File: src/rtl/if_pc_fetch.sv
// Instruction-fetch front end: owns the PC, keeps one imem request in flight, hands words to decode.
// Optional build macro IF_MISALIGN_CHK_EN adds a sticky misaligned-redirect error that halts fetch.
module if_pc_fetch #(
  parameter int unsigned     XLEN        = 32,
  parameter logic [XLEN-1:0] RESET_PC    = '0,
  parameter int unsigned     INSTR_BYTES = 4
) (
  input  logic            clk,
  input  logic            rst_n,
`ifdef IF_MISALIGN_CHK_EN
  output logic            misalign_err,
`endif
  output logic [XLEN-1:0] add_a,
  output logic [XLEN-1:0] add_b,
  input  logic [XLEN-1:0] add_sum,
  output logic            imem_req_valid,
  input  logic            imem_req_ready,
  output logic [XLEN-1:0] imem_addr,
  input  logic            imem_rsp_valid,
  input  logic [XLEN-1:0] imem_rsp_data,
  input  logic            redirect_valid,
  input  logic [XLEN-1:0] redirect_pc,
  output logic            if_valid,
  input  logic            if_ready,
  output logic [XLEN-1:0] if_pc,
  output logic [XLEN-1:0] if_instr
);

  typedef enum logic [1:0] {
    S_REQ  = 2'd0,
    S_WAIT = 2'd1,
    S_FULL = 2'd2
  } state_t;

  state_t          r_state;
  state_t          w_state_next;
  logic [XLEN-1:0] r_pc;
  logic [XLEN-1:0] w_pc_next;
  logic            r_drop;
  logic            w_drop_next;
  logic [XLEN-1:0] r_if_pc;
  logic [XLEN-1:0] r_if_instr;
  logic            w_capture;
  logic            w_req_valid;
  logic            w_if_valid;
  logic [XLEN-1:0] w_redirect_pc;
  logic            w_misalign_set;
  logic            w_halt;

`ifdef IF_MISALIGN_CHK_EN
  logic r_misalign_err;

  assign w_redirect_pc  = redirect_pc;
  assign w_misalign_set = redirect_valid && (redirect_pc[1:0] != 2'b00);
  assign w_halt         = r_misalign_err;
  assign misalign_err   = r_misalign_err;

  always_ff @(posedge clk) begin
    if (!rst_n) begin
      r_misalign_err <= 1'b0;
    end else if (w_misalign_set) begin
      r_misalign_err <= 1'b1;
    end
  end
`else
  // Low address bits are silently forced to a word boundary.
  assign w_redirect_pc  = redirect_pc & ~XLEN'(3);
  assign w_misalign_set = 1'b0;
  assign w_halt         = 1'b0;
`endif

  assign add_a     = r_pc;
  assign add_b     = XLEN'(INSTR_BYTES);
  assign imem_addr = r_pc;
  assign if_pc     = r_if_pc;
  assign if_instr  = r_if_instr;

  // Handshake outputs are forced low while reset is asserted, whatever the state register holds.
  assign imem_req_valid = w_req_valid && rst_n;
  assign if_valid       = w_if_valid && rst_n;

  always_comb begin
    w_state_next = r_state;
    w_pc_next    = r_pc;
    w_drop_next  = r_drop;
    w_capture    = 1'b0;
    w_req_valid  = 1'b0;
    w_if_valid   = 1'b0;

    case (r_state)
      S_REQ: begin
        w_req_valid = !redirect_valid && !w_halt;
        if (redirect_valid) begin
          w_pc_next = w_redirect_pc;
        end else if (imem_req_ready && !w_halt) begin
          w_state_next = S_WAIT;
        end
      end

      S_WAIT: begin
        if (imem_rsp_valid && redirect_valid) begin
          w_pc_next    = w_redirect_pc;
          w_drop_next  = 1'b0;
          w_state_next = S_REQ;
        end else if (imem_rsp_valid && r_drop) begin
          w_drop_next  = 1'b0;
          w_state_next = S_REQ;
        end else if (imem_rsp_valid) begin
          w_capture    = 1'b1;
          w_state_next = S_FULL;
        end else if (redirect_valid) begin
          // Request already in flight: remember to discard its response.
          w_pc_next   = w_redirect_pc;
          w_drop_next = 1'b1;
        end
      end

      S_FULL: begin
        w_if_valid = 1'b1;
        if (redirect_valid) begin
          w_pc_next    = w_redirect_pc;
          w_state_next = S_REQ;
        end else if (if_ready) begin
          w_pc_next    = add_sum;
          w_state_next = S_REQ;
        end
      end

      default: begin
        w_state_next = S_REQ;
      end
    endcase

    // A misaligned redirect parks the block in S_REQ; any in-flight response is ignored there.
    if (w_misalign_set) begin
      w_state_next = S_REQ;
      w_drop_next  = 1'b0;
    end
  end

  always_ff @(posedge clk) begin
    if (!rst_n) begin
      r_state    <= S_REQ;
      r_pc       <= RESET_PC;
      r_drop     <= 1'b0;
      r_if_pc    <= '0;
      r_if_instr <= '0;
    end else begin
      r_state <= w_state_next;
      r_pc    <= w_pc_next;
      r_drop  <= w_drop_next;
      if (w_capture) begin
        r_if_pc    <= r_pc;
        r_if_instr <= imem_rsp_data;
      end
    end
  end

endmodule
File: config.mk
export PLATFORM = sky130hd
export DESIGN_NAME = if_pc_fetch
export DESIGN_NICKNAME = d
export VERILOG_FILES = /design/src/rtl/if_pc_fetch.sv
export SDC_FILE = /design/constraint.sdc
export NUM_CORES = 1
export LEC_CHECK = 0
export CORE_MARGIN = 1
export CORE_UTILIZATION = 41
export DETAILED_ROUTE_END_ITERATION = 7
export PLACE_DENSITY = 0.82
export SLEW_MARGIN = 20
export SYNTH_ARGS = -nofsm -noshare
export SYNTH_HDL_FRONTEND = slang
export SYNTH_SLANG_ARGS = --single-unit
File: constraint.sdc
create_clock -name clk -period 2.4 [get_ports clk]
set_input_delay 0.36 -clock clk [delete_from_list [all_inputs] [get_ports clk]]
set_output_delay 0.36 -clock clk [all_outputs]
set_load 0.05 [all_outputs]
==> run_results.csv, run 1 <==
group,metric,value,unit
outcome,status,"finished clean",
critical_path,endpoint_kind,"primary output",
critical_path,crit_path_max_fanout,5,
critical_path,critical-path-slowest-cell,"clkdlybuf4s50_1",
cells_and_area,fin_util,60.8,%
timing,setup_violations,0,
die,die_area,13400,um2
cells_and_area,areaGrowthSynthToFinish,44.7,%
cells_and_area,drive_gt1_share,5.05,%
placement,dp_hpwl,10.6,mm
power_and_ir_drop,internal_power,3.59,mW
critical_path,worstPathRequired,2.04,ns
grt,grt_use_total,22.0,%
clock_network,clk_pin_slew_worst_paths,0.07,ns
clock_network,cts-buffers-inserted,9,
timing,period_needed,2.01,ns
critical_path,path_class,"reg -> out",
grt,grt_pass1_vias,4618,
timing,fin_crit_sh,83.7,%
die,ios,264,
grt,grt_antenna_before_repair,1,
timing,fin_worst_skew,0.00793,ns
grt,grt_pass1_wl,22.9,mm
yosys,avgSynthCellArea,8.88,um2
power_and_ir_drop,p_sw_share,40.3,%
route,wirelength,14.9,mm
placement,place_ws,0.366,ns
timing,slew_headroom,59.3,%
timing,finalSetupTns,0,ns
cells_and_area,fin_nets,874,
cells_and_area,n_fill_cell,1055,
clock_network,htreeDepth,3,
yosys,synth_cells,597,
grt,grt-ovfl-total,0,
die,core-area,12600,um2
power_and_ir_drop,peakVddDrop,0.000435,V
critical_path,critical-path-top-delay-family,"buffers and inverters",
power_and_ir_drop,combinationalPowerShare,42.8,%
clock_network,hold_buffers,0,
critical_path,cp_num_buf_inv,1,
route,routedWlPerCell,15.8,um
power_and_ir_drop,p_sw,2.42,mW
clock_network,clockBufferDepth,2,
route,drt_pass1_iterations,4,
run,cap_violations,0,
yosys,ys_types,31,
route,num_vias,4832,
critical_path,arrival,1.65,ns
clock_network,post_cts_buffers,0,
route,drtAntennaViolNets,0,
timing,fin_ws,0.390,ns
clock_network,cts_tree,"done",
die,die_h,116,um
die,row_count,41,
power_and_ir_drop,clkPwrFrac,23.9,%
route,drtIter0Drc,219,
clock_network,postCtsResizedCells,0,
clock_network,cts-root-buf,"clkbuf_16",
timing,grt_setup_unrepaired,"false",
power_and_ir_drop,powerDensity,783,nW/um2
power_and_ir_drop,leakage,2.97,nW
placement,gp_congestion,0.759,
clock_network,cts.sinks,99,
timing,hold_viol_final,0,
critical_path,cp_slowest_stage_delay,0.85,ns
timing,worst_pin_slew,0.609,ns
yosys,ys_seq_area_share,37.4,%
timing,timing.fmax,498,MHz
yosys,ys_seq_elements,99,
critical_path,cp_cell_sequence,"clkdlybuf4s50_1",
placement,port_buffers,229,
power_and_ir_drop,seqPwrFrac,33.2,%
route,drc,0,
critical_path,startpoint_type,"flip-flop",
clock_network,insertion_delay,0.34,ns
yosys,ys.warnings.count,0,
power_and_ir_drop,finalPower,6.01,mW
timing,slew_viol_final,0,
yosys,netlist_area,5300,um2
die,die_w,116,um
die,start_util,42.0,%
min_path,min-delay-path-class,"reg -> reg",
route,via_per_inst,5.11,
grt,grt_max_degree,55,
-- synth_stat cells --
cell type	n	area [um2]
and3b_1	1	8.76
nor2b_1	2	12.5
a221oi_2	1	15.0
buf_4	70	526
dfxtp_1	99	1980
and2_1	2	12.5
nand2_1	131	492
conb_1	2	7.51
o21ai_1	2	10.0
clkbuf_1	19	71.3
or4_1	2	15.0
a21oi_2	1	8.76
or3_1	1	6.26
inv_1	3	11.3
ha_1	5	62.6
nor3b_1	1	7.51
a32oi_1	2	17.5
o311a_1	30	300
a21boi_1	66	495
o22ai_1	30	188
o31ai_4	1	21.3
mux2i_1	61	611
o2bb2ai_1	1	8.76
nand2b_1	3	18.8
buf_2	24	120
nand4b_1	1	8.76
nor3_1	1	5.00
o21bai_1	30	225
a21oi_1	2	10.0
nor2_1	1	3.75
buf_6	2	22.5
-- metal layers --
layer,vias to the layer above,wire [um],GRT usage (%)
met4,0,298,8.97
li1,2337,-,-
met3,22,965,5.07
met2,183,7530,38.6
met1,2290,6130,25.9
met5,-,0,0
-- power groups by stage --
stage	clock (mW)	combinational [mW]	sequential, mW
6_report	1.44	2.57	2.00
5_1_grt	1.54	2.70	2.03
4_1_cts	1.47	2.58	2.00
3_5_place_dp	0	2.58	2.03
3_3_place_gp	0	2.53	2.02
2_1_floorplan	0	1.42	2.50
-- placed cells by master, fill, tap and decap left out, types with 2 or more instances in the layout --
cell,netlist,routed
a21boi_1,66,66
and2_1,2,2
ha_1,5,5
o21bai_1,30,30
clkbuf_1,19,2
or4_1,2,2
conb_1,2,32
a21oi_1,2,2
clkinvlp_4,0,2
nand2b_1,3,3
inv_1,3,3
o21ai_1,2,2
clkbuf_16,0,9
a32oi_1,2,2
o22ai_1,30,30
buf_12,0,6
nand2_1,131,131
mux2i_1,61,61
o311a_1,30,30
clkdlybuf4s50_1,0,225
buf_4,70,12
dfxtp_1,99,99
-- flip-flops by register name, indices dropped and copies added, names as in the netlist --
register	count
if_instr	32
if_pc	32
add_a	32
r_drop	1
r_state	2
-- metrics by stage --
stage	cells	hold slack, ns	area, um2
after detailed placement	928	0.445	7380
after CTS	944	0.454	7670
after floorplan	627	0.490	5420
after global placement	928	0.441	7380
after global routing	944	0.472	7670
final	945	0.453	7670
-- cell type report --
class                   count  area [um2]  share of cell area [%]
diodes                      1        2.50                  0.0326
repair buffers            244        2470                    32.1
clock buffers              12         246                    3.21
well taps                 172         215                    2.80
flip-flops and latches     99        1980                    25.8
multi-input cells         410        2700                    35.2
inverters                   3        11.3                   0.147
clock inverters             4        50.0                   0.652
-- cells by family (layout without fill, tap and decap cells) --
kind of cell / after synthesis / count (layout) / synth area share, %
buffers and inverters: 118 / 263 / 14.2
other: 2 / 33 / 0.142
AOI/OAI and AO/OA: 166 / 166 / 24.5
adders and majority gates: 5 / 5 / 1.18
and+or+nand+nor: 146 / 146 / 11.1
muxes: 61 / 61 / 11.5
DFF: 99 / 99 / 37.4
-- worst paths after layout --
| path | startpoint | end | slack (ns) | cells past startpoint |
|---|---|---|---|---|
| max | add_a[13]$_SDFFE_PN0P_ | imem_addr[13] | 0.39 | 1 |
| min | if_instr[16]$_SDFFE_PN0P_ | if_instr[16]$_SDFFE_PN0P_ | 0.45 | 2 |
| min reg2reg | if_instr[16]$_SDFFE_PN0P_ | if_instr[16]$_SDFFE_PN0P_ | 0.45 | 2 |
| max reg2reg | r_state[0]$_SDFFE_PN0P_ | add_a[26]$_SDFFE_PN0P_ | 0.42 | 6 |
Power figures use the tool's default switching activity.
==> run 2, diff against run 1 <==
--- a/config.mk
+++ b/config.mk
@@ -6,9 +6,9 @@
 export NUM_CORES = 1
 export LEC_CHECK = 0
 export CORE_MARGIN = 1
-export CORE_UTILIZATION = 41
+export CORE_UTILIZATION = 37
 export DETAILED_ROUTE_END_ITERATION = 7
-export PLACE_DENSITY = 0.82
+export PLACE_DENSITY = 0.78
 export SLEW_MARGIN = 20
 export SYNTH_ARGS = -nofsm -noshare
 export SYNTH_HDL_FRONTEND = slang
==> constraint.sdc (replaced) <==
create_clock -name clk -period 1.8 [get_ports clk]
set_input_delay 0.27 -clock clk [delete_from_list [all_inputs] [get_ports clk]]
set_output_delay 0.27 -clock clk [all_outputs]
set_load 0.05 [all_outputs]
==> run_results.csv, run 2 (synthesis results as in run 1) <==
group,metric,value,unit
outcome,status,"finished clean",
cells_and_area,layout_commonest_cell,"nand2_1",
die,ios,264,
cells_and_area,stdcell_count,973,
grt,grt-ovfl-total,0,
route,routedWlPerCell,15.4,um
route,num_vias,4829,
timing,hold_viol_final,0,
power_and_ir_drop,p_sw_share,41.4,%
placement,port_buffers,229,
route,drc,0,
timing,timing.fmax,569,MHz
clock_network,post_cts_buffers,0,
die,die_h,122,um
die,die_w,122,um
clock_network,cts_tree,"done",
clock_network,insertion_delay,0.35,ns
power_and_ir_drop,peakVddDrop,0.000875,V
timing,setup_violations,0,
min_path,min-delay-path-class,"in -> reg",
grt,grt_pass1_vias,4457,
clock_network,clk_pin_slew_worst_paths,0.07,ns
run,cap_violations,0,
grt,grt_use_total,19.4,%
cells_and_area,antennaDiodeCount,0,
critical_path,worstPathRequired,1.53,ns
clock_network,cts.sinks,99,
critical_path,path_class,"reg -> out",
critical_path,startpoint_type,"flip-flop",
placement,dp.cells,956,
route,wirelength,15.0,mm
grt,grt_pass1_wl,22.4,mm
critical_path,cp_slowest_stage_delay,0.82,ns
die,row_count,43,
critical_path,reg2reg_depth,8,
grt,grt_antenna_before_repair,0,
power_and_ir_drop,leakage,3.67,nW
clock_network,hold_buffers,0,
die,core-area,13900,um2
timing,slew_headroom,62.6,%
min_path,min_path_cells,3,
timing,fin_worst_skew,0.00618,ns
die,die_area,14800,um2
placement,gp_congestion,0.753,
critical_path,r2r_setup_slack,0.13,ns
cells_and_area,layout_common_cells,"nand2_1 (131), clkdlybuf4s50_1 (121), buf_4 (108)",
critical_path,endpoint_kind,"primary output",
cells_and_area,fin_nets,895,
critical_path,cp.depth,1,
power_and_ir_drop,internal_power,4.67,mW
clock_network,cts-buffers-inserted,9,
route,drtAntennaViolNets,0,
clock_network,htreeDepth,3,
timing,period_needed,1.76,ns
clock_network,cts-root-buf,"clkbuf_16",
power_and_ir_drop,clkPwrFrac,23.3,%
power_and_ir_drop,p_sw,3.29,mW
critical_path,arrival,1.49,ns
power_and_ir_drop,powerDensity,1020,nW/um2
power_and_ir_drop,combinationalPowerShare,43.0,%
power_and_ir_drop,seqPwrFrac,33.7,%
timing,worst_pin_slew,0.560,ns
cells_and_area,drive_gt1_share,18.5,%
placement,dp_hpwl,10.5,mm
die,start_util,38.1,%
route,drtIter0Drc,194,
grt,grt_max_degree,45,
critical_path,critical-path-top-delay-family,"buffers and inverters",
timing,slew_viol_final,0,
cells_and_area,fin_util,55.8,%
timing,fin_crit_sh,97.7,%
cells_and_area,n_fill_cell,1259,
critical_path,crit_path_max_fanout,2,
critical_path,cp_num_buf_inv,1,
route,drt_pass1_iterations,5,
critical_path,cp_cell_sequence,"clkdlybuf4s50_1",
cells_and_area,areaGrowthSynthToFinish,46.6,%
critical_path,critical-path-slowest-cell,"clkdlybuf4s50_1",
clock_network,clockBufferDepth,2,
route,via_per_inst,4.96,
power_and_ir_drop,finalPower,7.96,mW
run 2: layout make-up:
class                           instances  area (um2)  share of cell area, %
Multi-Input combinational cell        410        2720                   35.0
Timing Repair Buffer                  265        2550                   32.8
Sequential cell                        99        1980                   25.5
Inverter                                3        11.3                  0.145
Tap cell                              180         225                   2.90
Clock buffer                           13         260                   3.35
Clock inverter                          3        22.5                  0.290
run 2: metrics by stage:
stage	hold WS [ns]	setup slack (ns)	setup TNS, ns	instance area [um2]
floorplan	0.405	0.0604	0	5420
finish	0.419	0.0419	0	7770
CTS	0.408	0.00631	0	7680
global placement	0.440	0.0179	0	7390
detailed placement	0.444	-0.00298	-0.00298	7390
global route	0.412	-0.00690	-0.00690	7770
run 2: path summary, 6_finish.rpt:
| path | to | start |
|---|---|---|
| setup / recovery | if_pc[24] | if_pc[24]$_SDFFE_PN0P_ |
| setup reg to reg | add_a[24]$_SDFFE_PN0P_ | r_state[1]$_SDFFE_PN0P_ |
| hold reg to reg | if_pc[30]$_SDFFE_PN0P_ | if_pc[30]$_SDFFE_PN0P_ |
| hold / removal | add_a[4]$_SDFFE_PN0P_ | rst_n |
run 2: power groups by stage:
stage | registers (mW) | clock network, mW | logic [mW]
after floorplan | 3.33 | 0 | 1.89
after global placement | 2.72 | 0 | 3.37
after detailed placement | 2.73 | 0 | 3.40
after CTS | 2.68 | 1.92 | 3.42
after global routing | 2.72 | 2.01 | 3.60
final | 2.68 | 1.86 | 3.43
run 2: repair_timing:
item                       CTS  global route
cloned                       0             1
pin swaps                    0             1
gates resized for setup      5            27
hold endpoints to repair     0             0
setup endpoints to repair    2            48
run 2: per-layer routing:
metal	vias to the layer above	GRT usage [%]	routed length, um
met4	0	5.63	266
met1	2253	23.7	6420
met3	18	5.52	900
met5	-	0	0
li1	2385	-	-
met2	173	33.1	7380
